`src/rtl/hardtanh_arb_pkg.sv`:
```
// hardtanh_arb_pkg
//   Shared definitions for the hardtanh stream arbiter: the arbiter state
//   encoding and helpers that produce the most negative / most positive
//   two's complement values for a given element width.
//   No ports (package).
package hardtanh_arb_pkg;

  typedef enum logic {
    IDLE   = 1'b0,
    LOCKED = 1'b1
  } arb_state_t;

  // Most negative value representable in 'width' signed bits.
  function automatic logic signed [31:0] signedMinOf(input int width);
    return -(32'sd1 <<< (width - 1));
  endfunction

  // Most positive value representable in 'width' signed bits.
  function automatic logic signed [31:0] signedMaxOf(input int width);
    return (32'sd1 <<< (width - 1)) - 32'sd1;
  endfunction

endpackage

```
`src/rtl/hardtanh_skid_buffer.sv`:
```
// hardtanh_skid_buffer
//   Two-entry valid/ready register slice. Output is fully registered; the
//   second (skid) entry catches the beat that was in flight when the
//   downstream stalled, so upstream ready is a plain register.
// Ports:
//   clk, rst        clock, asynchronous active-low reset
//   i_data/i_valid  upstream payload and valid
//   o_ready         upstream ready (skid entry empty)
//   o_data/o_valid  downstream payload and valid
//   i_ready         downstream ready
module hardtanh_skid_buffer #(
  parameter int WIDTH = 8
) (
  input  logic             clk,
  input  logic             rst,
  input  logic [WIDTH-1:0] i_data,
  input  logic             i_valid,
  output logic             o_ready,
  output logic [WIDTH-1:0] o_data,
  output logic             o_valid,
  input  logic             i_ready
);

  logic             r_outValid;
  logic [WIDTH-1:0] r_outData;
  logic             r_skidValid;
  logic [WIDTH-1:0] r_skidData;
  logic             w_inFire;

  assign o_ready  = !r_skidValid;
  assign w_inFire = i_valid && !r_skidValid;
  assign o_valid  = r_outValid;
  assign o_data   = r_outData;

  // When the output register can move, it refills from the skid entry
  // first (preserving order), otherwise straight from the input. When it
  // is stalled, an arriving beat parks in the skid entry.
  always_ff @(posedge clk or negedge rst) begin
    if (!rst) begin
      r_outValid  <= 1'b0;
      r_outData   <= '0;
      r_skidValid <= 1'b0;
      r_skidData  <= '0;
    end else if (!r_outValid || i_ready) begin
      if (r_skidValid) begin
        r_outData   <= r_skidData;
        r_outValid  <= 1'b1;
        r_skidValid <= 1'b0;
      end else begin
        r_outValid <= w_inFire;
        if (w_inFire) begin
          r_outData <= i_data;
        end
      end
    end else if (w_inFire) begin
      r_skidData  <= i_data;
      r_skidValid <= 1'b1;
    end
  end

endmodule

```
`src/rtl/hardtanh_stream_arbiter.sv`:
```
// hardtanh_stream_arbiter
//   Shares one PARALLELISM-lane hardtanh clamp between NUM_REQ requester
//   streams. Round-robin grant, held for a whole tensor of TENSOR_BEATS
//   beats. Each requester owns a min/max bound pair in config registers;
//   the pair is copied into the active bounds at grant time.
// Ports:
//   clk, rst                 clock, asynchronous active-low reset
//   data_in/_valid/_ready    packed requester beats (requester r at slice r)
//   data_out/_id/_last       clamped beat, producing requester, tensor end
//   data_out_valid/_ready    output handshake
//   cfg_wr_en/_id/_min/_max  bound write port; cfg_err pulses on min>max
//   sat_count/_valid         clamped-element count per tensor
// Optional feature macro: HARDTANH_SAT_STATS_EN (saturation statistics).
module hardtanh_stream_arbiter
  import hardtanh_arb_pkg::*;
#(
  parameter int NUM_REQ      = 2,
  parameter int DATA_WIDTH   = 8,
  parameter int PARALLELISM  = 4,
  parameter int TENSOR_BEATS = 4,
  parameter int ID_WIDTH     = $clog2(NUM_REQ)
) (
  input  logic                                       clk,
  input  logic                                       rst,
  input  logic [NUM_REQ*PARALLELISM*DATA_WIDTH-1:0]  data_in,
  input  logic [NUM_REQ-1:0]                         data_in_valid,
  output logic [NUM_REQ-1:0]                         data_in_ready,
  output logic [PARALLELISM*DATA_WIDTH-1:0]          data_out,
  output logic [ID_WIDTH-1:0]                        data_out_id,
  output logic                                       data_out_last,
  output logic                                       data_out_valid,
  input  logic                                       data_out_ready,
  input  logic                                       cfg_wr_en,
  input  logic [ID_WIDTH-1:0]                        cfg_wr_id,
  input  logic [DATA_WIDTH-1:0]                      cfg_wr_min,
  input  logic [DATA_WIDTH-1:0]                      cfg_wr_max,
  output logic                                       cfg_err,
  output logic [$clog2(TENSOR_BEATS*PARALLELISM+1)-1:0] sat_count,
  output logic                                       sat_count_valid
);

  localparam int PW  = PARALLELISM * DATA_WIDTH;
  localparam int SKW = PW + ID_WIDTH + 1;
  localparam int CW  = $clog2(TENSOR_BEATS * PARALLELISM + 1);
  localparam int BW  = (TENSOR_BEATS > 1) ? $clog2(TENSOR_BEATS) : 1;
  localparam logic [DATA_WIDTH-1:0] BOUND_MIN = DATA_WIDTH'(signedMinOf(DATA_WIDTH));
  localparam logic [DATA_WIDTH-1:0] BOUND_MAX = DATA_WIDTH'(signedMaxOf(DATA_WIDTH));

  arb_state_t              r_state;
  logic [ID_WIDTH-1:0]     r_grant;
  logic [ID_WIDTH-1:0]     r_rrPtr;
  logic [BW-1:0]           r_beatCnt;
  logic [DATA_WIDTH-1:0]   r_actMin;
  logic [DATA_WIDTH-1:0]   r_actMax;
  logic [DATA_WIDTH-1:0]   r_cfgMin [NUM_REQ];
  logic [DATA_WIDTH-1:0]   r_cfgMax [NUM_REQ];
  logic                    r_cfgErr;

  logic [PW-1:0]           w_reqBeat [NUM_REQ];
  logic [PW-1:0]           w_selBeat;
  logic [PW-1:0]           w_clampBeat;
  logic [ID_WIDTH-1:0]     w_pick;
  logic [ID_WIDTH-1:0]     w_idx;
  logic                    w_found;
  logic                    w_skidReady;
  logic                    w_accept;
  logic                    w_lastBeat;
  logic [SKW-1:0]          w_skidOut;

  for (genvar g = 0; g < NUM_REQ; g++) begin : g_unpack
    assign w_reqBeat[g] = data_in[g*PW +: PW];
  end

  assign w_selBeat  = w_reqBeat[r_grant];
  assign w_accept   = (r_state == LOCKED) && data_in_valid[r_grant] && w_skidReady;
  assign w_lastBeat = (r_beatCnt == BW'(TENSOR_BEATS - 1));
  assign cfg_err    = r_cfgErr;

  // Round-robin search: first valid requester at or after the pointer.
  always_comb begin
    w_found = 1'b0;
    w_pick  = r_rrPtr;
    w_idx   = '0;
    for (int i = 0; i < NUM_REQ; i++) begin
      w_idx = ID_WIDTH'((int'(r_rrPtr) + i) % NUM_REQ);
      if (!w_found && data_in_valid[w_idx]) begin
        w_found = 1'b1;
        w_pick  = w_idx;
      end
    end
  end

  // Only the lock holder sees ready, and only while the buffer has room.
  always_comb begin
    data_in_ready = '0;
    if (r_state == LOCKED) begin
      data_in_ready[r_grant] = w_skidReady;
    end
  end

  // Per-lane signed clamp against the bounds latched at grant.
  always_comb begin
    w_clampBeat = w_selBeat;
    for (int l = 0; l < PARALLELISM; l++) begin
      if ($signed(w_selBeat[l*DATA_WIDTH +: DATA_WIDTH]) < $signed(r_actMin)) begin
        w_clampBeat[l*DATA_WIDTH +: DATA_WIDTH] = r_actMin;
      end else if ($signed(w_selBeat[l*DATA_WIDTH +: DATA_WIDTH]) > $signed(r_actMax)) begin
        w_clampBeat[l*DATA_WIDTH +: DATA_WIDTH] = r_actMax;
      end
    end
  end

  // Arbiter FSM: grant in IDLE (latching the bound pair), then hold the
  // lock until the final beat of the tensor is accepted.
  always_ff @(posedge clk or negedge rst) begin
    if (!rst) begin
      r_state   <= IDLE;
      r_grant   <= '0;
      r_rrPtr   <= '0;
      r_beatCnt <= '0;
      r_actMin  <= BOUND_MIN;
      r_actMax  <= BOUND_MAX;
    end else begin
      case (r_state)
        IDLE: begin
          if (w_found) begin
            r_grant   <= w_pick;
            r_actMin  <= r_cfgMin[w_pick];
            r_actMax  <= r_cfgMax[w_pick];
            r_beatCnt <= '0;
            r_state   <= LOCKED;
          end
        end
        LOCKED: begin
          if (w_accept) begin
            if (w_lastBeat) begin
              r_beatCnt <= '0;
              r_state   <= IDLE;
              r_rrPtr   <= (r_grant == ID_WIDTH'(NUM_REQ - 1)) ? '0 : r_grant + ID_WIDTH'(1);
            end else begin
              r_beatCnt <= r_beatCnt + BW'(1);
            end
          end
        end
        default: r_state <= IDLE;
      endcase
    end
  end

  // Bound registers. Inverted pairs are dropped and flagged; a grant in
  // the same cycle as a write reads the pre-write value.
  always_ff @(posedge clk or negedge rst) begin
    if (!rst) begin
      r_cfgErr <= 1'b0;
      for (int r = 0; r < NUM_REQ; r++) begin
        r_cfgMin[r] <= BOUND_MIN;
        r_cfgMax[r] <= BOUND_MAX;
      end
    end else begin
      r_cfgErr <= 1'b0;
      if (cfg_wr_en) begin
        if ($signed(cfg_wr_min) > $signed(cfg_wr_max)) begin
          r_cfgErr <= 1'b1;
        end else begin
          r_cfgMin[cfg_wr_id] <= cfg_wr_min;
          r_cfgMax[cfg_wr_id] <= cfg_wr_max;
        end
      end
    end
  end

  hardtanh_skid_buffer #(
    .WIDTH(SKW)
  ) u_skid (
    .clk     (clk),
    .rst     (rst),
    .i_data  ({w_clampBeat, r_grant, w_lastBeat}),
    .i_valid (w_accept),
    .o_ready (w_skidReady),
    .o_data  (w_skidOut),
    .o_valid (data_out_valid),
    .i_ready (data_out_ready)
  );

  assign data_out      = w_skidOut[SKW-1 -: PW];
  assign data_out_id   = w_skidOut[ID_WIDTH:1];
  assign data_out_last = w_skidOut[0];

`ifdef HARDTANH_SAT_STATS_EN
  logic [CW-1:0] w_beatSat;
  logic [CW-1:0] r_satRun;
  logic [CW-1:0] r_satPending;

  // A lane was clamped exactly when its output differs from its input.
  always_comb begin
    w_beatSat = '0;
    for (int l = 0; l < PARALLELISM; l++) begin
      if (w_selBeat[l*DATA_WIDTH +: DATA_WIDTH] != w_clampBeat[l*DATA_WIDTH +: DATA_WIDTH]) begin
        w_beatSat = w_beatSat + CW'(1);
      end
    end
  end

  // The finished tensor's total is parked until its last beat leaves the
  // buffer, so a following tensor can start counting meanwhile.
  always_ff @(posedge clk or negedge rst) begin
    if (!rst) begin
      r_satRun     <= '0;
      r_satPending <= '0;
    end else if (w_accept) begin
      if (w_lastBeat) begin
        r_satPending <= r_satRun + w_beatSat;
        r_satRun     <= '0;
      end else begin
        r_satRun <= r_satRun + w_beatSat;
      end
    end
  end

  assign sat_count_valid = data_out_valid && data_out_ready && data_out_last;
  assign sat_count       = sat_count_valid ? r_satPending : '0;
`else
  assign sat_count_valid = 1'b0;
  assign sat_count       = '0;
`endif

endmodule

```
`config.mk`:
```
export PLATFORM = sky130hd
export DESIGN_NAME = hardtanh_stream_arbiter
export DESIGN_NICKNAME = d
export VERILOG_FILES = /design/src/rtl/hardtanh_arb_pkg.sv /design/src/rtl/hardtanh_skid_buffer.sv /design/src/rtl/hardtanh_stream_arbiter.sv
export SDC_FILE = /design/constraint.sdc
export NUM_CORES = 1
export LEC_CHECK = 0
export BUFFER_PORTS_ARGS = -buffer_cell sky130_fd_sc_hd__buf_2
export CORE_MARGIN = 2
export CORE_UTILIZATION = 55
export DETAILED_ROUTE_END_ITERATION = 16
export PLACE_DENSITY = 0.89
export SKIP_LAST_GASP = 1
export SLEW_MARGIN = 0
export SYNTH_ARGS = -nofsm -noshare
export SYNTH_HDL_FRONTEND = slang
export SYNTH_HIERARCHICAL = 1
export SYNTH_SLANG_ARGS = --single-unit
```
`constraint.sdc`:
```
create_clock -name clk -period 9 [get_ports clk]
set_input_delay 1.8 -clock clk [delete_from_list [all_inputs] [get_ports clk]]
set_output_delay 1.8 -clock clk [all_outputs]
set_load 0.005 [all_outputs]
```
Yosys cells after proc, flatten, opt, wreduce, memory -nomap -nowiden
Cells that the tools add are included.

storage, ports and cells
  bits of input ports = 87
  bits in registers = 124
  logic and storage cells = 112

operators by class
  mux-type cells = 49
  $add $sub $neg = 3
  order comparisons = 17
  bitwise gates (word level) = 7
  eq/ne operators = 3
  reduce and logical (&&, ||, !) cells = 18

operators with widths
  operator             count
  $mux 8               15
  $mux 32              3
  $mux 34              2
  $gt 8x8->1           5
  $bwmux 16            2
  $lt 8x8->1           4
  $mux 1               19
  $reduce_and 2->1     5
  $demux 8 s1          1
  $mux 2               4
  $ge 2x2->1 const B   3
  $logic_and 1x1->1    6
  $lt 1x2->1 const B   3
  $not 1->2            3
  $pmux 2 s2           1
  $reduce_bool 2->1    2
  $logic_not 1->1      3
  $not 1->1            3
  $reduce_and 3->1     1
  $add 1x1->1 const B  2
  $add 2x1->2 const B  1
  $and 2x2->2          1
  $eq 2x2->1 const B   1
  $lt 2x1->1 const B   1
  other kinds (6)      6

Logic depth before layout (Yosys ltp)
  depth in word-level cells = 10
  mapped depth = 13
  depth with buffers taken out = 10

Cells and area by module
Netlist, hierarchy kept.

by module, submodules not included
  module                   cells an instance  times used  seq. area each (µm²)  area each (µm²)
  hardtanh_stream_arbiter  506                1           1,381.3               4,898.4
  hardtanh_skid_buffer     190                1           1,751.7               3,061.7

Least setup slack after synthesis
Ideal clock, no wire load.

  path type = input-to-reg
  from = input data_in[63]
  to = register u_skid.r_outData[26] (netlist: u_skid/o_data[26])
  arrival time = 4,107 ps
  library setup time = 125 ps
  buffers on the path = 0
  stages on the path = 10
  required time = 8,875 ps
  path slack = 4,769 ps
  path through = mux2_2 -> ha_1 -> nand4_1 -> nor2_1 -> a32o_1 -> a41oi_2 -> nor3_1 -> a221o_1 -> mux2_2 -> mux2_2

on the way
  word-level cells in the longest chain between the ends = 8
  elaborated cells between the ends (all ways) = 9
  classes of those cells = 2 x order compare; 7 x mux

RTL lines
  element                                       line                            RTL
  from (decl)                                   hardtanh_stream_arbiter.sv:25   input logic [NUM_REQ*PARALLELISM*DATA_WIDTH-1:0] data_in,
  $mux 32 (implied by the code) * (3 in a row)  hardtanh_stream_arbiter.sv:74   assign w_selBeat = w_reqBeat[r_grant];
  $gt 8x8->1                                    hardtanh_stream_arbiter.sv:107  end else if ($signed(w_selBeat[l*DATA_WIDTH +: DATA_WIDTH]) > $signed(r_actMax)) begin
  $mux 8                                        hardtanh_stream_arbiter.sv:107
  $mux 8 *                                      hardtanh_stream_arbiter.sv:105  if ($signed(w_selBeat[l*DATA_WIDTH +: DATA_WIDTH]) < $signed(r_actMin)) begin
  named net w_clampBeat[24]                     hardtanh_stream_arbiter.sv:61   logic [PW-1:0] w_clampBeat;
  $mux 34 *                                     hardtanh_skid_buffer.sv:51      if (w_inFire) begin
  $mux 34 *                                     hardtanh_skid_buffer.sv:45      if (r_skidValid) begin
  to (signal assigned)                          hardtanh_skid_buffer.sv:46      r_outData <= r_skidData;
  to (signal assigned)                          hardtanh_skid_buffer.sv:52      r_outData <= i_data;
  to (decl)                                     hardtanh_skid_buffer.sv:25      logic [WIDTH-1:0] r_outData;

Mark *: on every way through the listed nets, which the timed path passes. The rest lies on a longest branch. The select of a mux whose other input is x is not followed.
A chain may end at the register's enable or synchronous reset.

Final worst setup path
  from = input data_in[62]
  to = register u_skid.r_outData[33] (netlist: u_skid/o_data[33])

Same word-level chain as after synthesis.

==> flow_metrics.py <==
metrics = {
    "outcome": {
        "outcome": "completed",
    },
    "synthesis": {
        "syn_area_per_cell_um2": 11.4,
        "synth_top_family_by_area": "multiplexers",
        "yosys.area_share.simple": 0.0643,
        "ys_dominant_reg_cell": "dfrtp_1",
        "synth_mux_area_frac": 0.304,
        "syn_inst": 696,
        "synthAdderAreaFrac": 0.108,
        "synth_edf_count": 0,
        "synth_xor_area_frac": 0,
        "syn_area_um2": 7960,
        "ys_types": 46,
        "ys_seq_elements": 124,
        "synthArstFlopShare": 1.00,
        "ys_warn_count": 6,
        "synth-compound-area-share": 0.0839,
        "yosysSeqAreaShare": 0.394,
    },
    "floorplanning": {
        "rows": 43,
        "initial_core_util": 0.569,
        "die_area_um2": 15500,
        "die_w_um": 124,
        "io_pins": 131,
        "fp.dieH_um": 124,
        "core_area_um2": 14000,
    },
    "clock_tree": {
        "cts_tree": "done",
        "htreeDepth": 4,
        "cts_buffer_depth": 2,
        "cts_resized": 0,
        "postCtsSetupRepairBufs": 0,
        "cts.clk_slew.worst_paths_ns": 0.05,
        "hold_buffers": 0,
        "clock-sinks": 124,
        "clk_latency_ns": 0.42,
        "numCtsBuffers": 17,
        "cts_root_buffer": "clkbuf_16",
    },
    "grt": {
        "antenna_found_initial": 1,
        "grt_pass1_vias": 6205,
        "grt_max_degree": 80,
        "grt_pass1_wl_mm": 31.7,
        "grt-ovfl-total": 0,
        "grt_usage": 0.258,
    },
    "final_layout": {
        "area_growth_pct": 15.9,
        "final_util": 0.660,
        "final_nets": 972,
        "drive_gt1_frac": 0.428,
        "fill_cells": 1053,
        "final_common_cell": "mux2_2",
        "finalInstanceArea_um2": 9230,
        "final_cell_mix": "mux2_2, buf_2, dfrtp_1",
    },
    "route": {
        "drt_pass1_iterations": 5,
        "vias_per_cell": 5.86,
        "dr_total_vias": 5921,
        "drc": 0,
        "top_layer": "met4",
        "drtAntennaViolNets": 0,
        "wl_per_cell_um": 19.3,
        "wl_met2_mm": 9.93,
        "wl_mm": 19.5,
        "drt-met1-wl_mm": 7.76,
        "wl_met3_mm": 1.22,
        "drtIter0Drc": 338,
    },
    "sta": {
        "fmax_mhz": 224,
        "slew_headroom": 0.272,
        "finalHoldWorstSlack_ns": 0.501,
        "rsz0062_at_grt": "false",
        "finalHoldViolations": 0,
        "worst_pin_slew_ns": 1.09,
        "finalClockSkew_ns": 0.0127,
        "fin_ws_ns": 4.53,
        "slew_viol_final": 0,
        "period_share": 0.496,
        "setup_viol_count_final": 0,
        "period_needed_ns": 4.47,
        "finalSetupTns_ns": 0,
    },
    "setup_path": {
        "required_ns": 9.30,
        "critPathKind": "in2reg",
        "crit_fanout": 17,
        "critical_path.endpoint_type": "register",
        "startpoint_type": "primary input",
        "arrival_ns": 4.77,
    },
    "placed_design": {
        "post-place-ws_ns": 4.21,
        "port_buffers": 124,
        "hpwl_mm": 14.1,
        "dpl_cell_area_um2": 8640,
        "gp_congestion": 0.973,
    },
    "power": {
        "power.leakage_nw": 4.41,
        "vdd_drop_max_uv": 212,
        "powerDensity_nw_per_um2": 386,
    },
    "min_path": {
        "hold_class": "reg2reg",
    },
    "flow_run": {
        "cap_violations": 0,
    },
}
report_power, final:
part	total, mW	internal (mW)	switching [mW]
logic	1.89	0.912	0.980
registers	1.01	0.818	0.188
clock network	0.668	0.434	0.234
total	3.57	2.16	1.40
state kept, by name (all words and copies together) (netlist names):
| name | flops |
|---|---|
| r_state | 1 |
| cfg_err | 1 |
| r_cfgMax | 16 |
| u_skid/r_skidData | 34 |
| r_actMin | 8 |
| r_cfgMin | 16 |
| r_grant | 1 |
| r_beatCnt | 2 |
| u_skid/o_data | 34 |
| u_skid/r_skidValid | 1 |
| r_rrPtr | 1 |
| r_actMax | 8 |
| u_skid/o_valid | 1 |
metrics by stage:
stage	cells	total power, mW
global placement	977	2.76
CTS	1009	3.55
global route	1009	3.80
floorplan	701	2.37
detailed placement	977	2.85
finish	1010	3.57
layer usage:
layer / vias up / GRT usage
li1: 2770 / -
met1: 2882 / 0.309
met2: 215 / 0.452
met3: 54 / 0.0580
met4: 0 / 0.101
met5: - / 0
critical path, cell delays in order:
cell      delay (ns)
buf_2           0.09
mux2_2          0.31
ha_1            0.32
a211oi_1        0.25
o211ai_1        0.12
o22ai_1         0.80
o21ai_0         0.43
mux2_2          0.37
mux2_2          0.27
synth_stat cells, types with 3 or more instances:
cell type,number,share of area
dfstp_2,24,0.079
dfrtp_1,100,0.31
a21o_1,4,0.0038
buf_2,11,0.0069
nor3_1,4,0.0025
mux2_2,163,0.23
nor2b_1,6,0.0047
nand4_1,9,0.0071
nand3_1,8,0.0050
a211oi_1,4,0.0038
buf_6,9,0.013
o22ai_1,4,0.0031
nor2_1,18,0.0085
nand2_1,59,0.028
a31oi_1,3,0.0024
ha_1,69,0.11
a21oi_1,16,0.010
buf_4,6,0.0057
o211ai_1,3,0.0028
inv_1,35,0.017
clkbuf_1,7,0.0033
o21ai_0,47,0.030
o21a_1,4,0.0038
mux2i_1,57,0.072
layout make-up:
class	count	area, um^2	area share
multi-input combinational	509	4490	0.487
sequential	124	3130	0.339
timing repair buffer	129	661	0.0716
clock buffer	25	495	0.0537
tap	180	225	0.0244
inverter	35	131	0.0142
clock inverter	7	87.6	0.00949
antenna	1	2.50	0.000271
cell families (layout without fill, tap and decap cells):
logic type / Yosys count / after routing
compound gates: 102 / 102
fa+ha+maj: 69 / 69
buf+inv: 68 / 196
flops: 124 / 124
mux: 221 / 221
other cells: 1 / 7
simple gates: 111 / 111
worst paths after layout:
path | start | to | slack, ns | cells past startpoint
max in group asynchronous | rst | u_skid/o_data[31]$_DFFE_PN0P_ | 6.26 | 2
min in group asynchronous | rst | u_skid/o_data[0]$_DFFE_PN0P_ | 1.38 | 1
min reg2reg | u_skid/o_data[22]$_DFFE_PN0P_ | u_skid/o_data[22]$_DFFE_PN0P_ | 0.50 | 1
min | u_skid/o_data[22]$_DFFE_PN0P_ | u_skid/o_data[22]$_DFFE_PN0P_ | 0.50 | 1
max | data_in[62] | u_skid/o_data[33]$_DFFE_PN0P_ | 4.53 | 9
max reg2reg | r_grant$_DFFE_PN0P_ | u_skid/o_data[33]$_DFFE_PN0P_ | 4.95 | 9
Note: power is estimated with default switching activity, not from simulation.
